### config.mk
export PLATFORM = sky130hd
export DESIGN_NAME = pipe_skid_stage_flat
export DESIGN_NICKNAME = d
export VERILOG_FILES = /design/src/rtl/pipe_pkg.sv /design/src/rtl/pipe_skid_stage_if.sv /design/src/rtl/sat_counter.sv /design/src/rtl/pipe_skid_stage.sv /design/src/flat_wrapper.sv
export SDC_FILE = /design/constraint.sdc
export NUM_CORES = 1
export LEC_CHECK = 0
export ABC_AREA = 1
export CAP_MARGIN = 20
export CELL_PAD_IN_SITES_DETAIL_PLACEMENT = 1
export CELL_PAD_IN_SITES_GLOBAL_PLACEMENT = 1
export CORE_MARGIN = 2
export CORE_UTILIZATION = 35
export CTS_BUF_LIST = sky130_fd_sc_hd__clkbuf_4 sky130_fd_sc_hd__clkbuf_8
export CTS_CLUSTER_SIZE = 40
export DETAILED_ROUTE_END_ITERATION = 10
export PLACE_DENSITY = 0.87
export SLEW_MARGIN = 20
export SYNTH_ARGS = -nofsm -noshare
export SYNTH_HDL_FRONTEND = slang
export SYNTH_HIERARCHICAL = 1
export SYNTH_SLANG_ARGS = --single-unit
### constraint.sdc
create_clock -name clk -period 1.46 [get_ports clk]
set_input_delay 0.438 -clock clk [delete_from_list [all_inputs] [get_ports clk]]
set_output_delay 0.438 -clock clk [all_outputs]
set_load 0.01 [all_outputs]
### src/rtl/pipe_pkg.sv
// Shared pipeline-stage definitions: skid-buffer state encoding and bubble constant.
package pipe_pkg;

  // Encoding doubles as the occupancy count (entries held).
  typedef enum logic [1:0] {
    PS_EMPTY = 2'd0,
    PS_BUSY  = 2'd1,
    PS_FULL  = 2'd2
  } pipe_state_e;

  localparam logic [31:0] PIPE_BUBBLE_PC = 32'hFFFF_FFFF;

endpackage

### src/rtl/pipe_skid_stage_if.sv
// Handshake bundle of one elastic stage: upstream channel, downstream channel and status.
interface pipe_skid_stage_if #(
  parameter int DATA_W = 32,
  parameter int CNT_W  = 16
);
  logic              flush;
  logic              in_valid;
  logic              in_ready;
  logic [DATA_W-1:0] in_data;
  logic              out_valid;
  logic              out_ready;
  logic [DATA_W-1:0] out_data;
  logic [1:0]        occupancy;
  logic [CNT_W-1:0]  stall_cnt;

  modport master (
    output flush, in_valid, in_data, out_ready,
    input  in_ready, out_valid, out_data, occupancy, stall_cnt
  );

  modport slave (
    input  flush, in_valid, in_data, out_ready,
    output in_ready, out_valid, out_data, occupancy, stall_cnt
  );
endinterface

### src/rtl/sat_counter.sv
// Saturating up-counter with synchronous clear; sticks at all-ones until reset or clr.
module sat_counter #(
  parameter int CNT_W = 16
) (
  input  logic             clk,
  input  logic             rst_n,
  input  logic             inc,
  input  logic             clr,
  output logic [CNT_W-1:0] cnt
);

  logic [CNT_W-1:0] cnt_reg;

  always_ff @(posedge clk or negedge rst_n) begin
    if (!rst_n) begin
      cnt_reg <= '0;
    end else if (clr) begin
      cnt_reg <= '0;
    end else if (inc && (cnt_reg != {CNT_W{1'b1}})) begin
      cnt_reg <= cnt_reg + CNT_W'(1);
    end
  end

  assign cnt = cnt_reg;

endmodule

### src/rtl/pipe_skid_stage.sv
// Elastic pipeline stage: main register plus one skid entry so in_ready comes straight from a flop.
module pipe_skid_stage
  import pipe_pkg::*;
#(
  parameter int                DATA_W    = 32,
  parameter logic [DATA_W-1:0] RESET_VAL = '0,
  parameter logic [DATA_W-1:0] FLUSH_VAL = '0,
  parameter int                CNT_W     = 16
) (
  input logic              clk,
  input logic              rst_n,
  pipe_skid_stage_if.slave bus
);

  pipe_state_e       state_reg;
  pipe_state_e       state_next;
  logic [DATA_W-1:0] main_reg;
  logic [DATA_W-1:0] skid_reg;
  logic              out_valid_reg;
  logic              in_ready_reg;
  logic              in_xfer;
  logic              out_xfer;
  logic              stall_inc;

  assign in_xfer  = bus.in_valid & in_ready_reg;
  assign out_xfer = out_valid_reg & bus.out_ready;

  always_comb begin
    state_next = state_reg;
    if (bus.flush) begin
      state_next = PS_EMPTY;
    end else begin
      case (state_reg)
        PS_EMPTY: if (in_xfer) state_next = PS_BUSY;
        PS_BUSY: begin
          if (in_xfer && !out_xfer)      state_next = PS_FULL;
          else if (!in_xfer && out_xfer) state_next = PS_EMPTY;
        end
        PS_FULL:  if (out_xfer) state_next = PS_BUSY;
        default:  state_next = PS_EMPTY;
      endcase
    end
  end

  // Handshake flags are registered from the next state so neither depends combinationally on inputs.
  always_ff @(posedge clk or negedge rst_n) begin
    if (!rst_n) begin
      state_reg     <= PS_EMPTY;
      main_reg      <= RESET_VAL;
      skid_reg      <= RESET_VAL;
      out_valid_reg <= 1'b0;
      in_ready_reg  <= 1'b1;
    end else begin
      state_reg     <= state_next;
      out_valid_reg <= (state_next != PS_EMPTY);
      in_ready_reg  <= (state_next != PS_FULL);
      if (bus.flush) begin
        main_reg <= FLUSH_VAL;
        skid_reg <= FLUSH_VAL;
      end else begin
        case (state_reg)
          PS_EMPTY: if (in_xfer) main_reg <= bus.in_data;
          PS_BUSY: begin
            if (in_xfer && out_xfer) main_reg <= bus.in_data;
            else if (in_xfer)        skid_reg <= bus.in_data;
          end
          PS_FULL:  if (out_xfer) main_reg <= skid_reg;
          default:  main_reg <= main_reg;
        endcase
      end
    end
  end

  assign stall_inc = out_valid_reg & ~bus.out_ready & ~bus.flush;

  sat_counter #(.CNT_W(CNT_W)) u_stall_cnt (
    .clk   (clk),
    .rst_n (rst_n),
    .inc   (stall_inc),
    .clr   (1'b0),
    .cnt   (bus.stall_cnt)
  );

  assign bus.out_valid = out_valid_reg;
  assign bus.in_ready  = in_ready_reg;
  assign bus.out_data  = main_reg;
  assign bus.occupancy = state_reg;

endmodule

### src/flat_wrapper.sv
// flat-port wrapper written by rule: the top's interface ports become plain ports
module pipe_skid_stage_flat import pipe_pkg::*;
#(
  parameter int                DATA_W    = 32,
  parameter logic [DATA_W-1:0] RESET_VAL = '0,
  parameter logic [DATA_W-1:0] FLUSH_VAL = '0,
  parameter int                CNT_W     = 16
)
  (clk, rst_n, bus_flush, bus_in_valid, bus_in_data, bus_out_ready, bus_in_ready, bus_out_valid, bus_out_data, bus_occupancy, bus_stall_cnt);
  pipe_skid_stage_if #(.DATA_W(DATA_W), .CNT_W(CNT_W)) bus_i ();
  input logic clk;
  input logic rst_n;
  input wire logic [$bits(bus_i.flush)-1:0] bus_flush;
  input wire logic [$bits(bus_i.in_valid)-1:0] bus_in_valid;
  input wire logic [$bits(bus_i.in_data)-1:0] bus_in_data;
  input wire logic [$bits(bus_i.out_ready)-1:0] bus_out_ready;
  output wire logic [$bits(bus_i.in_ready)-1:0] bus_in_ready;
  output wire logic [$bits(bus_i.out_valid)-1:0] bus_out_valid;
  output wire logic [$bits(bus_i.out_data)-1:0] bus_out_data;
  output wire logic [$bits(bus_i.occupancy)-1:0] bus_occupancy;
  output wire logic [$bits(bus_i.stall_cnt)-1:0] bus_stall_cnt;
  assign bus_i.flush = bus_flush;
  assign bus_i.in_valid = bus_in_valid;
  assign bus_i.in_data = bus_in_data;
  assign bus_i.out_ready = bus_out_ready;
  assign bus_in_ready = bus_i.in_ready;
  assign bus_out_valid = bus_i.out_valid;
  assign bus_out_data = bus_i.out_data;
  assign bus_occupancy = bus_i.occupancy;
  assign bus_stall_cnt = bus_i.stall_cnt;
  pipe_skid_stage #(.DATA_W(DATA_W), .RESET_VAL(RESET_VAL), .FLUSH_VAL(FLUSH_VAL), .CNT_W(CNT_W)) u_core (.clk(clk), .rst_n(rst_n), .bus(bus_i));
endmodule
==> impl_results.md, run 1 <==
* Vias in the first global route at between 5000 and 6000
* Die Span Y at between 100 and 150 um
* Final setup violation count at slightly below 90
* CP startpoint kind: flop
* # DRC at 0
* Max H-tree Level at 3
* Worst-Skew Late Latency at a little under 400 ps
* P_leak at around 3.4 nW
* Peak VDD IR at between 0.6 and 0.7 mV
* Commonest non-fill, non-tap cell in the layout: nand2_1
* Gate power share at approximately 40%
* Hpwl dp at about 9.9 mm
* Synthesized cell area at about 4400 sq um
* Clock tree sinks at between 80 and 90
* Critical-path cell list: buf_6 > inv_6 > ha_4 > nand2_2 > nand2_4 > nor2_8 > buf_12 > buf_8 > nand3_2 > o21ai_1
* Arr. time, crit path at approximately 2000 ps
* CTS root buf: clkbuf_8
* Most frequent cells in the layout: nand2_1, dfrtp_1, buf_4
* Seq pwr share at 36.0%
* Placer Congestion at roughly 0.81
* Iteration-0 DRC count of the detailed router at 457
* Max Buffers Root-to-Sink at 2
* Clk pwr share at 24.0%
* PwrDens at about 1100 nW/um^2
* Critical path's slowest cell: dfrtp_1
* Filler cells at between 1000 and 1500
* TritonCTS clock tree: done
* Fin nets at between 700 and 800
* Outcome: finished with violations
* Core area at roughly 12000 sq um
* Sw frac at between 30% and 40%
* Int Pwr at between 4 and 5 mW
* Crit path kind: flop to flop
* Final Util at approximately 57%
* YS warnings at 6
* Tot Pwr at 7.828 mW
* GR Overflow Total at 0
* Ant diodes at 0
* Synth cell types at 30
* Die ar. at around 13000 sq um
* Crit path max fanout at 6
* FMAX at 583.9 MHz
* Antenna viol nets, final at 0
* DR vias/cell at ~5.7
* RSZ-0062 raised after global routing: true
* Crit path setup slack, layout at -252.5 ps
* Die span in x at around 120 um
* Setup Skew at 16.92 ps
* Setup TNS at -9825 ps
* Antenna violations before repair at 0
* WP data required at between 1500 and 2000 ps
* HP Class: primary input to async pin
* Share of cells above drive strength 1 at 41.64%
* Crit end category: flop
* Synth Register Bits at 84
* Max cap viols at 0
* Vias at a little over 5000
* Final wirelength at between 20 and 25 mm
* CTS Buf Count at 9
* Area after DPL at 5695 sq um
* Cell Rows at 40
* PortBufs at 88
* Drt first pass iters at 5
* Final period util at 117.3%
* Largest net degree at the start of global routing at 52
* Post-Syn Area per Cell at approximately 8.1 sq um
* Finished Cell Area at just under 7000 sq um
* Clock transition at the registers of the reported paths at approximately 100 ps
* Global-route wire length before repair at ~27 mm
* Hold violation count in the final report at 0
* GRT Util Overall at 25.81%
* Violated checks: negative setup slack
* Slew Limit Fails at 0
* Crit-path max cell delay at approximately 400 ps
* Sequential area share after synthesis at between 40% and 50%
* Syn-to-layout area delta at 57.35%
* Final min period at between 1500 and 2000 ps
* CP bufs+invs at 4
* Drt wl/cell at ~23 um
* Place WS at -601.8 ps
* Initial Util at 36.20%
* Ports at 89
* Sw power at 3.065 mW
* Critical path's top delay family: buffers and inverters
* Post-Syn Instances at 545
==> cell usage after synthesis <==
cell | number | area (sq um)
o21ai_1 | 20 | 100.1
buf_1 | 2 | 7.510
buf_2 | 11 | 55.05
o21ai_4 | 2 | 32.53
nor3_1 | 1 | 5.000
buf_6 | 7 | 78.83
or2_2 | 1 | 6.260
nand2_1 | 117 | 439.2
buf_12 | 1 | 20.02
xor2_1 | 3 | 26.28
nand3_1 | 98 | 490.5
nand4_1 | 26 | 162.7
dfrtp_1 | 83 | 2077
buf_4 | 3 | 22.52
o21ai_0 | 64 | 320.3
ha_1 | 5 | 62.56
dfstp_2 | 1 | 26.28
nor2_8 | 1 | 20.02
nor2_4 | 2 | 22.52
conb_1 | 1 | 3.750
nor2_1 | 18 | 67.56
inv_2 | 1 | 3.750
xnor2_1 | 2 | 17.52
inv_1 | 51 | 191.4
clkbuf_1 | 11 | 41.29
nand2_4 | 4 | 45.04
o21bai_1 | 2 | 15.01
nand2_2 | 4 | 25.02
a21oi_1 | 1 | 5.000
inv_4 | 2 | 12.51
==> routing by layer <==
metal	routed length, um	global-route usage, %
met5	0	0
met2	10760	48.11
met3	1236	5.397
met4	1043	10.87
met1	7194	28.44
==> kinds of logic after synthesis <==
family | count (synthesis) | synth area share, %
AND/OR/NAND/NOR | 272 | 29.16
AO/OA/AOI/OAI | 89 | 10.74
buffers and inverters | 89 | 9.832
flip-flops | 84 | 47.77
XOR/XNOR | 5 | 0.9948
adder cells (fa/ha/maj) | 5 | 1.421
other | 1 | 0.08517
==> metrics by stage <==
stage / cells / hold WS [ps]
final: 886 / 464.7
after global routing: 886 / 485.7
after CTS: 871 / 469.8
after detailed placement: 812 / 331.7
after global placement: 812 / 329.5
after floorplan: 547 / 142.4
==> worst register-to-register path: stages, from the launching register on <==
cell and delay [ps]:
dfrtp_1 400, buf_6 130, inv_6 40, ha_4 170, nand2_2 100, nand2_4 80, nor2_8 130, buf_12 180
buf_8 150, nand3_2 90, o21ai_1 170
==> worst paths after layout <==
path | startpoint | end | slack (ps) | cells after the start
max | u_core/bus.occupancy[0] | u_core/bus.out_data[0] | -250 | 10
min | rst_n | u_core/bus.out_data[29] | 460 | 2
max reg2reg | u_core/bus.occupancy[0] | u_core/bus.out_data[0] | -250 | 10
min reg2reg | u_core/bus.out_data[5] | u_core/bus.out_data[5] | 520 | 2
max in group asynchronous | rst_n | u_core/skid_reg[29] | 490 | 3
min in group clk | u_core/bus.out_data[5] | u_core/bus.out_data[5] | 520 | 2
==> power groups by stage <==
stage | registers, mW | logic, mW | clock network [mW]
after global placement | 2.83 | 1.95 | 0
after CTS | 2.78 | 2.64 | 1.83
final | 2.82 | 3.13 | 1.88
after detailed placement | 2.84 | 2.03 | 0
after floorplan | 2.89 | 1.06 | 0
after global routing | 2.85 | 3.27 | 1.97
==> repair_timing <==
item / in CTS / in global routing
buffers inserted: 37 / 11
gates resized for setup: 246 / 153
setup endpoints to repair: 136 / 111
cloned: 5 / 5
endpoints found under the hold margin: 12 / 0
hold buffers: 1 / 0
pin swaps: 24 / 23
==> area by class of cell <==
class / count / area (sq um) / area share [%]
multi-input combinational: 376 / 2484 / 35.85
timing repair buffer: 187 / 1675 / 24.18
timing repair inverter: 1 / 16.27 / 0.2348
clock buffer: 9 / 123.9 / 1.788
clock inverter: 7 / 81.33 / 1.174
inverter: 54 / 227.7 / 3.287
tap: 168 / 210.2 / 3.034
sequential: 84 / 2110 / 30.45
(Power assumes the default switching activity.)
==> run 2: changes to the inputs <==
Settings changed: CORE_UTILIZATION 35 to 44, DONT_BUFFER_PORTS set to 1, PLACE_DENSITY 0.87 to 0.88.
==> impl_results.md, run 2 (synthesis results as in run 1) <==
* Int Pwr at 4.657 mW (-2.2%)
* CTS Buf Count at 9 (unchanged)
* Sw power at 2.469 mW (-19%)
* RSZ-0062 raised after global routing: true
* Final cell count without fillers at 720 (-19%)
* Worst Tran Pin Value at around 550 ps
* Final wirelength at 16.92 mm (-16%)
* Max cap viols at 0 (unchanged)
* Busiest grt layer: met2
* Final setup violation count at 84 (-3.4%)
* Slew Limit Fails at 0 (unchanged)
* Share of cells above drive strength 1 at 32.20% (-9.4 points)
* Drt wl/cell at 23.50 um (+2.9%)
* CTS root buf: clkbuf_8
* Vias at 4354 (-14%)
* Global-route wire length before repair at 22.81 mm (-14%)
* Filler cells at 1156 (-17%)
* Met2 Usage GRT at 42.34% (-5.8 points)
* Antenna viol nets, final at 0 (unchanged)
* Cell Rows at 36 (-10%)
* Max Buffers Root-to-Sink at 2 (unchanged)
* Antenna violations before repair at 0 (unchanged)
* Fin nets at 624 (-17%)
* Initial Util at 45.25% (+9.1 points)
* Grt met1 use at 33.51% (+5.1 points)
* Clk pwr share at 31.4% (+7.4 points)
* GR Overflow Total at 0 (unchanged)
* Arr. time, crit path at 1920 ps (-100 ps)
* Most frequent cells in the layout: nand2_1, nand3_1, dfrtp_1
* TritonCTS clock tree: done
* Final Util at 58.58% (+1.6 points)
* Footprint of the multi-input gates at 2302 sq um (-7.3%)
* Final hold slack at -263.7 ps (-728.4 ps)
* Crit path max fanout at 17 (+11)
* Sw frac at 34.64% (-4.5 points)
* FMAX at 610.8 MHz (+4.6%)
* Drt first pass iters at 5 (unchanged)
* Syn-to-layout area delta at 29.44%
* CP startpoint kind: flop
* Final period util at 112.1% (-5.2 points)
* Hold violation count in the final report at 84 (+84)
* Clock transition at the registers of the reported paths at 100 ps (about the same)
* Core area at 9729 sq um (-20%)
* Placer Congestion at 0.7955 (-1.7%)
* PortBufs at 0 (-100%)
* Clock tree sinks at 84 (unchanged)
* Commonest non-fill, non-tap cell in the layout: nand2_1
* Relative slew slack at a little under two thirds
* Met3 Use GR at 7.581% (+2.2 points)
* Place WS at -239.7 ps (+362.1 ps)
* Largest net degree at the start of global routing at 85 (+63%)
* DR vias/cell at 6.047 (+5.5%)
* Worst-Skew Late Latency at 390 ps (about the same)
* Crit path setup slack, layout at -177.3 ps (+75.21 ps)
* PwrDens at 1250 nW/um^2 (+11%)
* Violated checks: negative hold slack, negative setup slack
* Ant diodes at 0 (unchanged)
* R2r setup slk at -180 ps (+80 ps)
* # DRC at 0 (unchanged)
* P_leak at 2.740 nW (-20%)
* Iteration-0 DRC count of the detailed router at 305 (-33%)
* Outcome: finished with violations
* Ports at 89 (unchanged)
* Vias in the first global route at 4336 (-15%)
* WP data required at 1750 ps (about the same)
* Final min period at 1637 ps (-75.21 ps)
* Peak VDD IR at 0.6669 mV (+1.2%)
* Die Span Y at 104.0 um (-10%)
* HP Class: primary input to async pin
* Seq pwr share at 41.5% (+5.5 points)
* Die ar. at 10820 sq um (-20%)
* Die span in x at 104.0 um (-10%)
* Setup Skew at 15.03 ps (-1.898 ps)
* Gate power share at 27.1% (-13 points)
* Placed insts at 688 (-15%)
* Max H-tree Level at 3 (unchanged)
* Crit end category: flop
* Hpwl dp at 8.714 mm (-12%)
* GRT Util Overall at 26.54% (+0.73 points)
* Crit path kind: flop to flop
* Register Area at 2107 sq um (-0.12%)
[run 2: cell types whose count changed in the layout (fill, tap and decap cells not counted), sizes merged]
cell	change
nand2	-2
buf	-77
clkdlybuf4s50	-34
clkdlybuf4s15	-1
dlygate4sd3	-1
bufinv	+3
nor2	+1
dlymetal6s2s	-1
clkbuf	-16
inv	-3
[run 2: per-layer routing]
metal  part of all wire (%)  wire length (um)
met1                     39              6558
met2                     51              8630
met3                    6.7              1136
met4                    3.5               594
met5                      0                 0
[run 2: critical path, cell delays in order, from the launching register on]
cell,delay (ps)
dfrtp_1,400
inv_2,100
ha_4,210
buf_6,140
buf_16,150
o21ai_0,230
nand3_1,110
o21ai_1,200
[run 2: layout make-up]
| cell class | instances | share of cell area, % |
|---|---|---|
| timing repair inverter | 1 | 0.1976 |
| clock inverter | 7 | 2.437 |
| sequential | 84 | 36.97 |
| multi-input combinational | 375 | 40.40 |
| tap | 133 | 2.920 |
| clock buffer | 9 | 2.173 |
| timing repair buffer | 57 | 11.04 |
| inverter | 54 | 3.864 |
[run 2: metrics by stage]
| stage | TNS (ps) | total power [mW] | instance area, sq um | hold WS [ps] |
|---|---|---|---|---|
| floorplan | -516.2 | 3.945 | 4474 | 142.4 |
| detailed placement | -4864 | 4.374 | 4766 | 146.7 |
| global route | -10110 | 7.377 | 5699 | -278.1 |
| finish | -5567 | 7.126 | 5699 | -263.7 |
| global placement | -1783 | 4.293 | 4766 | 145.8 |
| CTS | -870.7 | 6.742 | 5196 | -259.5 |
[run 2: final timing paths]
kind	startpoint	endpoint	cells after the start
setup / recovery	u_core/bus.occupancy[0]	u_core/bus.out_data[19]	7
hold / removal	rst_n	u_core/bus.out_data[6]	0
setup reg to reg	u_core/bus.occupancy[0]	u_core/bus.out_data[19]	7
hold reg to reg	u_core/skid_reg[11]	u_core/skid_reg[11]	2
max in group asynchronous	rst_n	u_core/bus.in_ready	0
min in group clk	bus_flush	u_core/bus.out_data[18]	1
[run 2: power groups by stage]
stage / logic [mW] / registers, mW / clock network, mW
global placement: 1.35 / 2.95 / 0
CTS: 1.58 / 2.93 / 2.23
detailed placement: 1.41 / 2.96 / 0
finish: 1.93 / 2.96 / 2.24
floorplan: 1.06 / 2.89 / 0
global route: 2.04 / 2.99 / 2.35
[run 2: what timing repair did]
| action | 4_1_cts | 5_1_grt |
|---|---|---|
| pin swaps | 8 | 20 |
| endpoints found under the hold margin | 84 | 84 |
| resized for setup | 28 | 143 |
| setup buffers | 3 | 6 |
| setup endpoints to repair | 85 | 87 |
| gates cloned | 3 | 5 |
